--- config.mk ---
export PLATFORM = sky130hd
export DESIGN_NAME = rf_write_arbiter_flat
export DESIGN_NICKNAME = d
export VERILOG_FILES = /design/src/rtl/rf_write_arbiter_pkg.sv /design/src/rtl/rf_write_arbiter_if.sv /design/src/rtl/rf_write_arbiter_rr_arb2.sv /design/src/rtl/rf_write_arbiter.sv /design/src/flat_wrapper.sv
export SDC_FILE = /design/constraint.sdc
export NUM_CORES = 1
export LEC_CHECK = 0
export BUFFER_PORTS_ARGS = -buffer_cell sky130_fd_sc_hd__buf_2
export CORE_AREA = 4 4 86 88
export CTS_CLUSTER_DIAMETER = 60
export DETAILED_ROUTE_END_ITERATION = 7
export DIE_AREA = 0 0 90 92
export PLACE_DENSITY = 0.6
export SYNTH_ARGS = -nofsm -noshare
export SYNTH_HDL_FRONTEND = slang
export SYNTH_SLANG_ARGS = --single-unit
--- constraint.sdc ---
create_clock -name i_clk -period 2 [get_ports i_clk]
set_input_delay 0.4 -clock i_clk [delete_from_list [all_inputs] [get_ports i_clk]]
set_output_delay 0.4 -clock i_clk [all_outputs]
set_load 0.01 [all_outputs]
--- src/rtl/rf_write_arbiter_pkg.sv ---
// Shared constants and types for the register-file write-port controller.
// Pure definitions: no latency, no flow control.
package rf_write_arbiter_pkg;

  localparam int WORD_SIZE  = 32;
  localparam int REG_ADDR_W = 5;
  localparam int REG_COUNT  = 32;

  typedef enum logic {
    ST_INIT = 1'b0,
    ST_RUN  = 1'b1
  } state_t;

  typedef logic [REG_ADDR_W-1:0] reg_num_t;

endpackage

--- src/rtl/rf_write_arbiter_if.sv ---
// Writeback request ports and register-file write port, bundled together.
// The slave side is the arbiter; the master side is the writeback stage / register file.
interface rf_write_arbiter_if import rf_write_arbiter_pkg::*; #(
  parameter int WORD_SIZE = 32
);

  logic                 i_req0;
  reg_num_t             i_num0;
  logic [WORD_SIZE-1:0] i_data0;
  logic                 o_gnt0;

  logic                 i_req1;
  reg_num_t             i_num1;
  logic [WORD_SIZE-1:0] i_data1;
  logic                 o_gnt1;

  logic                 o_Wen;
  reg_num_t             o_Wnum;
  logic [WORD_SIZE-1:0] o_Wd;
  logic                 o_busy;

  modport slave (
    input  i_req0, i_num0, i_data0,
    input  i_req1, i_num1, i_data1,
    output o_gnt0, o_gnt1,
    output o_Wen, o_Wnum, o_Wd, o_busy
  );

  modport master (
    output i_req0, i_num0, i_data0,
    output i_req1, i_num1, i_data1,
    input  o_gnt0, o_gnt1,
    input  o_Wen, o_Wnum, o_Wd, o_busy
  );

endinterface

--- src/rtl/rf_write_arbiter_rr_arb2.sv ---
// Two-requester round-robin arbiter; grant is combinational (zero latency).
// No grant while advance is low; the pointer flips to the other port on every grant.
module rr_arb2 (
  input  logic       i_clk,
  input  logic       i_rst,
  input  logic [1:0] req,
  input  logic       advance,
  output logic [1:0] gnt
);

  logic ptr;  // 1 = port 1 preferred on contention

  always_comb begin
    gnt = 2'b00;
    if (advance) begin
      if (req == 2'b11) gnt = ptr ? 2'b10 : 2'b01;
      else              gnt = req;
    end
  end

  always_ff @(posedge i_clk or posedge i_rst) begin
    if (i_rst)     ptr <= 1'b0;
    else if (|gnt) ptr <= gnt[0];
  end

endmodule

--- src/rtl/rf_write_arbiter.sv ---
// Shares the register-file write port between two writeback ports and zero-fills x1..x31 after reset.
// Grant in cycle N, write visible in N+1; requests hold while busy or while losing arbitration.
module rf_write_arbiter import rf_write_arbiter_pkg::*; #(
  parameter int WORD_SIZE      = 32,
  parameter bit CLEAR_ON_RESET = 1'b1
) (
  input  logic               i_clk,
  input  logic               i_rst,
  rf_write_arbiter_if.slave  bus
);

  typedef struct packed {
    reg_num_t             num;
    logic [WORD_SIZE-1:0] data;
  } wr_t;

  localparam state_t RST_STATE = CLEAR_ON_RESET ? ST_INIT : ST_RUN;

  state_t               state, state_nxt;
  reg_num_t             clr_cnt, clr_cnt_nxt;
  logic                 wen_q, wen_nxt;
  reg_num_t             wnum_q, wnum_nxt;
  logic [WORD_SIZE-1:0] wd_q, wd_nxt;
  logic                 busy_q, busy_nxt;
  logic [1:0]           req, gnt;
  logic                 run;
  wr_t                  sel;

  assign run = (state == ST_RUN);
  assign req = {bus.i_req1, bus.i_req0};

  rr_arb2 u_arb (
    .i_clk   (i_clk),
    .i_rst   (i_rst),
    .req     (req),
    .advance (run),
    .gnt     (gnt)
  );

  assign bus.o_gnt0 = gnt[0];
  assign bus.o_gnt1 = gnt[1];

  always_comb begin
    sel.num  = bus.i_num0;
    sel.data = bus.i_data0;
    if (gnt[1]) begin
      sel.num  = bus.i_num1;
      sel.data = bus.i_data1;
    end
  end

  always_comb begin
    state_nxt   = state;
    clr_cnt_nxt = clr_cnt;
    wen_nxt     = 1'b0;
    wnum_nxt    = wnum_q;
    wd_nxt      = wd_q;
    busy_nxt    = 1'b0;
    case (state)
      ST_INIT: begin
        wen_nxt     = 1'b1;
        wnum_nxt    = clr_cnt;
        wd_nxt      = '0;
        clr_cnt_nxt = clr_cnt + 1'b1;
        // busy drops on the same edge that issues the x31 clear write
        if (clr_cnt == reg_num_t'(REG_COUNT - 1)) state_nxt = ST_RUN;
        else                                      busy_nxt  = 1'b1;
      end
      ST_RUN: begin
        if (|gnt) begin
          wen_nxt  = (sel.num != '0);
          wnum_nxt = sel.num;
          wd_nxt   = sel.data;
        end
      end
      default: state_nxt = RST_STATE;
    endcase
  end

  always_ff @(posedge i_clk or posedge i_rst) begin
    if (i_rst) begin
      state   <= RST_STATE;
      clr_cnt <= reg_num_t'(1);
      wen_q   <= 1'b0;
      wnum_q  <= '0;
      wd_q    <= '0;
      busy_q  <= CLEAR_ON_RESET;
    end else begin
      state   <= state_nxt;
      clr_cnt <= clr_cnt_nxt;
      wen_q   <= wen_nxt;
      wnum_q  <= wnum_nxt;
      wd_q    <= wd_nxt;
      busy_q  <= busy_nxt;
    end
  end

  assign bus.o_Wen  = wen_q;
  assign bus.o_Wnum = wnum_q;
  assign bus.o_Wd   = wd_q;
  assign bus.o_busy = busy_q;

endmodule
--- src/flat_wrapper.sv ---
// flat-port wrapper written by rule: the top's interface ports become plain ports
module rf_write_arbiter_flat import rf_write_arbiter_pkg::*;
#(
  parameter int WORD_SIZE      = 32,
  parameter bit CLEAR_ON_RESET = 1'b1
)
  (i_clk, i_rst, bus_i_req0, bus_i_num0, bus_i_data0, bus_i_req1, bus_i_num1, bus_i_data1, bus_o_gnt0, bus_o_gnt1, bus_o_Wen, bus_o_Wnum, bus_o_Wd, bus_o_busy);
  rf_write_arbiter_if #(.WORD_SIZE(WORD_SIZE)) bus_i ();
  input  logic i_clk;
  input  logic i_rst;
  input wire logic [$bits(bus_i.i_req0)-1:0] bus_i_req0;
  input wire logic [$bits(bus_i.i_num0)-1:0] bus_i_num0;
  input wire logic [$bits(bus_i.i_data0)-1:0] bus_i_data0;
  input wire logic [$bits(bus_i.i_req1)-1:0] bus_i_req1;
  input wire logic [$bits(bus_i.i_num1)-1:0] bus_i_num1;
  input wire logic [$bits(bus_i.i_data1)-1:0] bus_i_data1;
  output wire logic [$bits(bus_i.o_gnt0)-1:0] bus_o_gnt0;
  output wire logic [$bits(bus_i.o_gnt1)-1:0] bus_o_gnt1;
  output wire logic [$bits(bus_i.o_Wen)-1:0] bus_o_Wen;
  output wire logic [$bits(bus_i.o_Wnum)-1:0] bus_o_Wnum;
  output wire logic [$bits(bus_i.o_Wd)-1:0] bus_o_Wd;
  output wire logic [$bits(bus_i.o_busy)-1:0] bus_o_busy;
  assign bus_i.i_req0 = bus_i_req0;
  assign bus_i.i_num0 = bus_i_num0;
  assign bus_i.i_data0 = bus_i_data0;
  assign bus_i.i_req1 = bus_i_req1;
  assign bus_i.i_num1 = bus_i_num1;
  assign bus_i.i_data1 = bus_i_data1;
  assign bus_o_gnt0 = bus_i.o_gnt0;
  assign bus_o_gnt1 = bus_i.o_gnt1;
  assign bus_o_Wen = bus_i.o_Wen;
  assign bus_o_Wnum = bus_i.o_Wnum;
  assign bus_o_Wd = bus_i.o_Wd;
  assign bus_o_busy = bus_i.o_busy;
  rf_write_arbiter #(.WORD_SIZE(WORD_SIZE), .CLEAR_ON_RESET(CLEAR_ON_RESET)) u_core (.i_clk(i_clk), .i_rst(i_rst), .bus(bus_i));
endmodule
==> results of run 1 <==
==> state kept, by name, indices dropped and copies added, names as in the netlist <==
register,flops
u_core.clr_cnt,5
u_core.bus.o_Wnum,5
u_core.bus.o_busy,1
u_core.run,1
u_core.u_arb.ptr,1
u_core.bus.o_Wen,1
u_core.bus.o_Wd,32
==> cells by family (layout without fill, tap and decap cells) <==
family | Yosys count | count (layout) | share of synthesized area [%]
flops | 46 | 46 | 50.5
mux | 39 | 39 | 17.3
compound gates | 46 | 46 | 11.9
fa+ha+maj | 2 | 2 | 1.10
buf+inv | 24 | 139 | 6.79
simple gates | 48 | 48 | 11.3
xor+xnor | 3 | 3 | 1.15
==> layer usage <==
metal  up-vias  track usage (%)
met5         -                0
met4         0             4.46
met3         8             4.35
met2        80             23.5
met1       872             16.5
li1        971                -
==> power by group <==
part / leakage (uW) / internal, uW / switching, uW
clock: 0.0000482 / 279 / 307
sequential: 0.000549 / 1020 / 46.2
combinational: 0.000989 / 215 / 231
total: 0.00159 / 1510 / 584
==> worst min path at each step <==
stage | end | slack, ns | cells after the start | from
3_3_place_gp | u_core.bus.o_Wd[18] | 0.42 | 2 | i_rst
3_5_place_dp | u_core.bus.o_Wd[16] | 0.42 | 2 | i_rst
2_1_floorplan | u_core.clr_cnt[3] | 0.46 | 1 | u_core.clr_cnt[3]
5_1_grt | u_core.bus.o_Wd[16] | 0.11 | 2 | i_rst
6_report | u_core.bus.o_Wd[27] | 0.08 | 2 | i_rst
4_1_cts | u_core.bus.o_Wd[16] | 0.09 | 2 | i_rst
==> stage by stage <==
step / hold slack (ns) / setup slack, ns / std cells / util (%) / power (uW)
finish: 0.0830 / 0.127 / 403 / 45.4 / 2100
global route: 0.111 / 0.0438 / 403 / 45.4 / 2230
CTS: 0.0883 / 0.0976 / 403 / 45.4 / 2140
detailed placement: 0.420 / 0.165 / 395 / 44.0 / 1540
global placement: 0.422 / 0.197 / 395 / 44.0 / 1530
floorplan: 0.459 / 0.516 / 208 / - / 1330
==> area by class of cell <==
cell class | count | area (um2) | area share (%)
Timing Repair Buffer | 124 | 661 | 21.9
Multi-Input combinational cell | 138 | 983 | 32.6
Clock buffer | 7 | 86.3 | 2.86
Sequential cell | 46 | 1150 | 38.3
Tap cell | 80 | 100 | 3.32
Inverter | 7 | 26.3 | 0.871
Clock inverter | 1 | 5.00 | 0.166
==> layout by cell type, fill, tap and decap left out, types with 2 or more instances in the layout <==
cell type,netlist,final
dfstp_2,2,2
buf_12,3,2
nand2_1,2,2
inv_1,7,6
mux2_2,3,3
dfrtp_1,44,43
o21ai_1,18,18
clkbuf_8,0,6
a21oi_1,2,2
nor2_1,3,3
o21ai_0,15,15
mux2i_1,36,36
o221ai_1,3,3
buf_4,1,4
ha_1,2,2
buf_2,4,118
nand3_1,35,35
xnor2_1,3,3
nor2b_1,2,2
==> out/qor.yml, run 1 <==
status: "finished, final reports clean"
grt_setup_unrepaired: "false"
path_cells: "nand3_4 -> inv_1 -> buf_2"
pin_count: 119
worstPathArrival_ns: 1.47
ant_nets: 0
clock_latency_ns: 0.30
core_region_area_mm2: 0.00664
crit_slowest_cell: "dfrtp_2"
antenna_found_initial: 0
initial_core_util_pct: 34.4
die_area_mm2: 0.00828
endpoint_kind: "output port"
finalHoldViolations: 0
yosysTopAreaCellShare_pct: 48.2
clkTransAtPathRegs_ns: 0.09
hold_path.class: "in -> async"
netlist_instances: 208
setup_viol: 0
drt-total-wl_mm: 5.61
remaining_drc_errors: 0
rrSetupSlack_ns: 0.34
synth_edf_count: 0
crit_end: "bus_o_gnt1"
critPathLaunchType: "flip-flop"
root_buffer: "clkbuf_8"
cts_hold_buf: 0
drt_iter0_markers: 66
tritoncts: "yes"
setup_tns_ns: 0
antenna_cells: 0
critPathTopFamily: "flip-flops"
portBuffers: 118
async_reset_ff_share_pct: 100
synth_seq_area_share_pct: 50.5
path_class: "reg -> out"
syn_nets: 288
cts_max_level: 2
syn_avg_cell_area_um2: 11.0
r2r_start: "u_core.run"
die_x_um: 90
cp_num_buf_inv: 2
power_density_mw_per_mm2: 695
post-dp-hpwl_mm: 4.24
synth_ff_type: "dfrtp_1"
placed_cell_area_mm2: 0.00293
fin_nets: 402
path_depth: 3
fin_crit_sh_pct: 93.6
clockBufferDepth: 2
wl_per_cell_um: 13.9
r2r-end: "u_core.bus.o_Wd[13]"
area_delta_synth_final_pct: 32.0
num_vias: 1931
timing.slew.headroom_pct: 40.5
met3WireLength_um: 451
top_layer: "met4"
crit_start: "u_core.run"
fillCellCount: 642
firstDrtPassIters: 4
ctsResizeCount: 0
overflow: 0
cp_max_fo: 19
cts_setup_buffers: 0
grt_usage_pct: 13.7
syn_area_mm2: 0.00228
slew_viol_final: 0
finClkSkew_ns: 0.00668
synth_common_cells: "44 x dfrtp_1, 36 x mux2i_1, 35 x nand3_1, 18 x o21ai_1, 15 x o21ai_0"
p_leak_uw: 0.00159
ys_warn_count: 0
yosysUniqueCellTypes: 34
fmaxAchievable_ghz: 0.534
clock_sinks: 46
worst_pin_slew_ns: 0.889
reg2reg_depth: 4
slowest_delay_ns: 0.62
die_h_um: 92
yosysMostFrequentCell: "dfrtp_1"
cts_buffers: 5
met1_length_mm: 2.45
cap_violations: 0
synth_largest_area_cell: "dfrtp_1"
final_area_mm2: 0.00302
drive_gt1_share_pct: 44.3
period_minus_slack_ns: 1.87
grt_pass1_vias: 2012
gp_congestion: 0.693
yosys_register_bits: 46
synth_area_leaders: "dfrtp_1 48%, mux2i_1 16%, nand3_1 7.7%, o21ai_1 3.9%, o21ai_0 3.3%"
grt_max_degree: 37
wl_met2_mm: 2.62
grt_pass1_wl_mm: 9.40
vias_per_cell: 4.79
required_ns: 1.60
irDropWorstVdd_mv: 0.308
rows: 30
(Power assumes the default switching activity.)
==> run 2, diff against run 1 <==
PLACE_DENSITY = 0.62   (was 0.6)
clock period = 1.6 ns   (was 2 ns; I/O delays follow)
==> run 2 against run 1 <==
  * Via count increased by 1.3%
  * Sequential share of layout area decreased by 1.2 points
  * Total power rose by 25%
  * Clock power grew 22%
  * Clock skew down 0.0010 ns
  * Worst hold slack improved by 0.21 ns
  * Final area is 3.3% higher
  * Wire length down 3.2%
  * Worst setup slack improved by 0.027 ns
  * Sequential power grew 25%
  * Critical path depth up 1
  * Count of clock-buffer cells in the layout unchanged
==> out/qor.yml, run 2 (synthesis gave the netlist of run 1 again) <==
status: "finished, final reports clean"
root_buffer: "clkbuf_8"
fmaxAchievable_ghz: 0.692
cts_max_level: 2
vias_per_cell: 4.75
tritoncts: "yes"
core_region_area_mm2: 0.00664
initial_core_util_pct: 34.4
finClkSkew_ns: 0.00568
total_power_uw: 2620
worst_hold_path.num_cells: 3
rows: 30
final_util_pct: 46.9
irDropWorstVdd_mv: 0.269
grt_setup_unrepaired: "false"
area_delta_synth_final_pct: 36.4
die_area_mm2: 0.00828
cts_buffers: 5
setup_viol: 0
worstPathArrival_ns: 1.63
cp_num_buf_inv: 0
clkTransAtPathRegs_ns: 0.08
ant_nets: 0
reg2reg_depth: 4
endpoint_kind: "flip-flop"
finalHoldViolations: 0
crit_top_cell: "ha_1"
p_leak_uw: 0.00164
final_common_cell: "buf_2"
timing.slew.headroom_pct: 75.0
drive_gt1_share_pct: 45.5
fin_nets: 411
grt_max_degree: 41
required_ns: 1.78
overflow: 0
grt_usage_pct: 13.2
clockBufferDepth: 2
path_cells: "ha_1 -> and3_1 -> ha_1 -> mux2_2"
portBuffers: 118
grt_pass1_wl_mm: 9.07
hold_path.startpoint: "bus_i_data1[15]"
post-dp-hpwl_mm: 4.13
hold_path.class: "in -> reg"
antenna_cells: 0
clock_sinks: 46
drt_iter0_markers: 61
cp_max_fo: 3
gp_congestion: 0.742
r2r_start: "u_core.clr_cnt[0]"
pin_count: 119
drt-total-wl_mm: 5.43
clock_latency_ns: 0.29
worst_pin_slew_ns: 0.372
hold_end: "u_core.bus.o_Wd[15]"
critPathLaunchType: "flip-flop"
rrSetupSlack_ns: 0.15
slew_viol_final: 0
final_cell_mix: "118 x buf_2, 43 x dfrtp_1, 36 x mux2i_1, 35 x nand3_1, 18 x o21ai_1"
firstDrtPassIters: 3
die_h_um: 92
path_class: "reg -> reg"
remaining_drc_errors: 0
setup_tns_ns: 0
period_minus_slack_ns: 1.45
num_vias: 1957
slowest_delay_ns: 0.56
grt_pass1_vias: 1960
largest_reg_flops: 32
cap_violations: 0
antenna_found_initial: 0
wl_per_cell_um: 13.2
die_x_um: 90
power_density_mw_per_mm2: 839
crit_slowest_cell: "dfstp_2"
r2r-end: "u_core.clr_cnt[4]"
critPathTopFamily: "flip-flops"
fin_crit_sh_pct: 90.4
crit_start: "u_core.clr_cnt[0]"
## run 2: changes by cell type in the layout (fill, tap and decap cells not counted)
cell,previous run,this run
buf_12,2,4
buf_4,4,10
nand2b_4,0,1
nand2b_2,1,0
dlygate4sd3_1,0,1
## run 2: where the power goes
part           internal (uW)  switching [uW]
clock network            349             368
registers               1270            55.3
logic                    285             288
total                   1900             711
## run 2: routing by layer
layer  up-vias  GRT usage, %  share of wire, %
met2        71          21.5                46
met3         7          4.51               8.2
met1       888          16.8                45
met5         -             0                 0
li1        991             -                 -
met4         0          3.44               1.0
## run 2: what timing repair did
item,CTS,global route
pin swaps,0,0
buffers inserted,2,3
resized for setup,0,1
cloned,0,0
hold buffers,1,0
endpoints found under the setup margin,1,2
endpoints found under the hold margin,10,0
## run 2: final cells by class
type	count	area [um2]
clock buffer	7	86.3
clock inverter	1	5.00
fill	633	3530
inverter	7	26.3
multi-input combinational	138	988
sequential	46	1150
tap	80	100
timing repair buffer	133	756
## run 2: how the worst max path moves through the flow
stage          cells after the start             endpoint
2_1_floorplan                      1   u_core.bus.o_Wd[0]
3_3_place_gp                       4    u_core.clr_cnt[4]
3_5_place_dp                       5  u_core.bus.o_Wd[21]
4_1_cts                            3           bus_o_gnt0
5_1_grt                            4           bus_o_gnt1
6_report                           4    u_core.clr_cnt[4]
## run 2: worst register-to-register path, cell delays in order, from the launching register on
cell,delay [ns]
dfstp_2,0.56
ha_1,0.15
and3_1,0.16
ha_1,0.22
mux2_2,0.25
## run 2: stage by stage
stage / hold slack [ns] / cells / area, um2 / setup WS, ns
6_report: 0.291 / 412 / 3120 / 0.154
5_1_grt: 0.296 / 412 / 3120 / 0.0715
4_1_cts: 0.280 / 409 / 3080 / 0.0759
3_5_place_dp: 0.288 / 398 / 2960 / 0.156
3_3_place_gp: 0.286 / 398 / 2960 / 0.185
2_1_floorplan: 0.459 / 208 / 2280 / 0.196
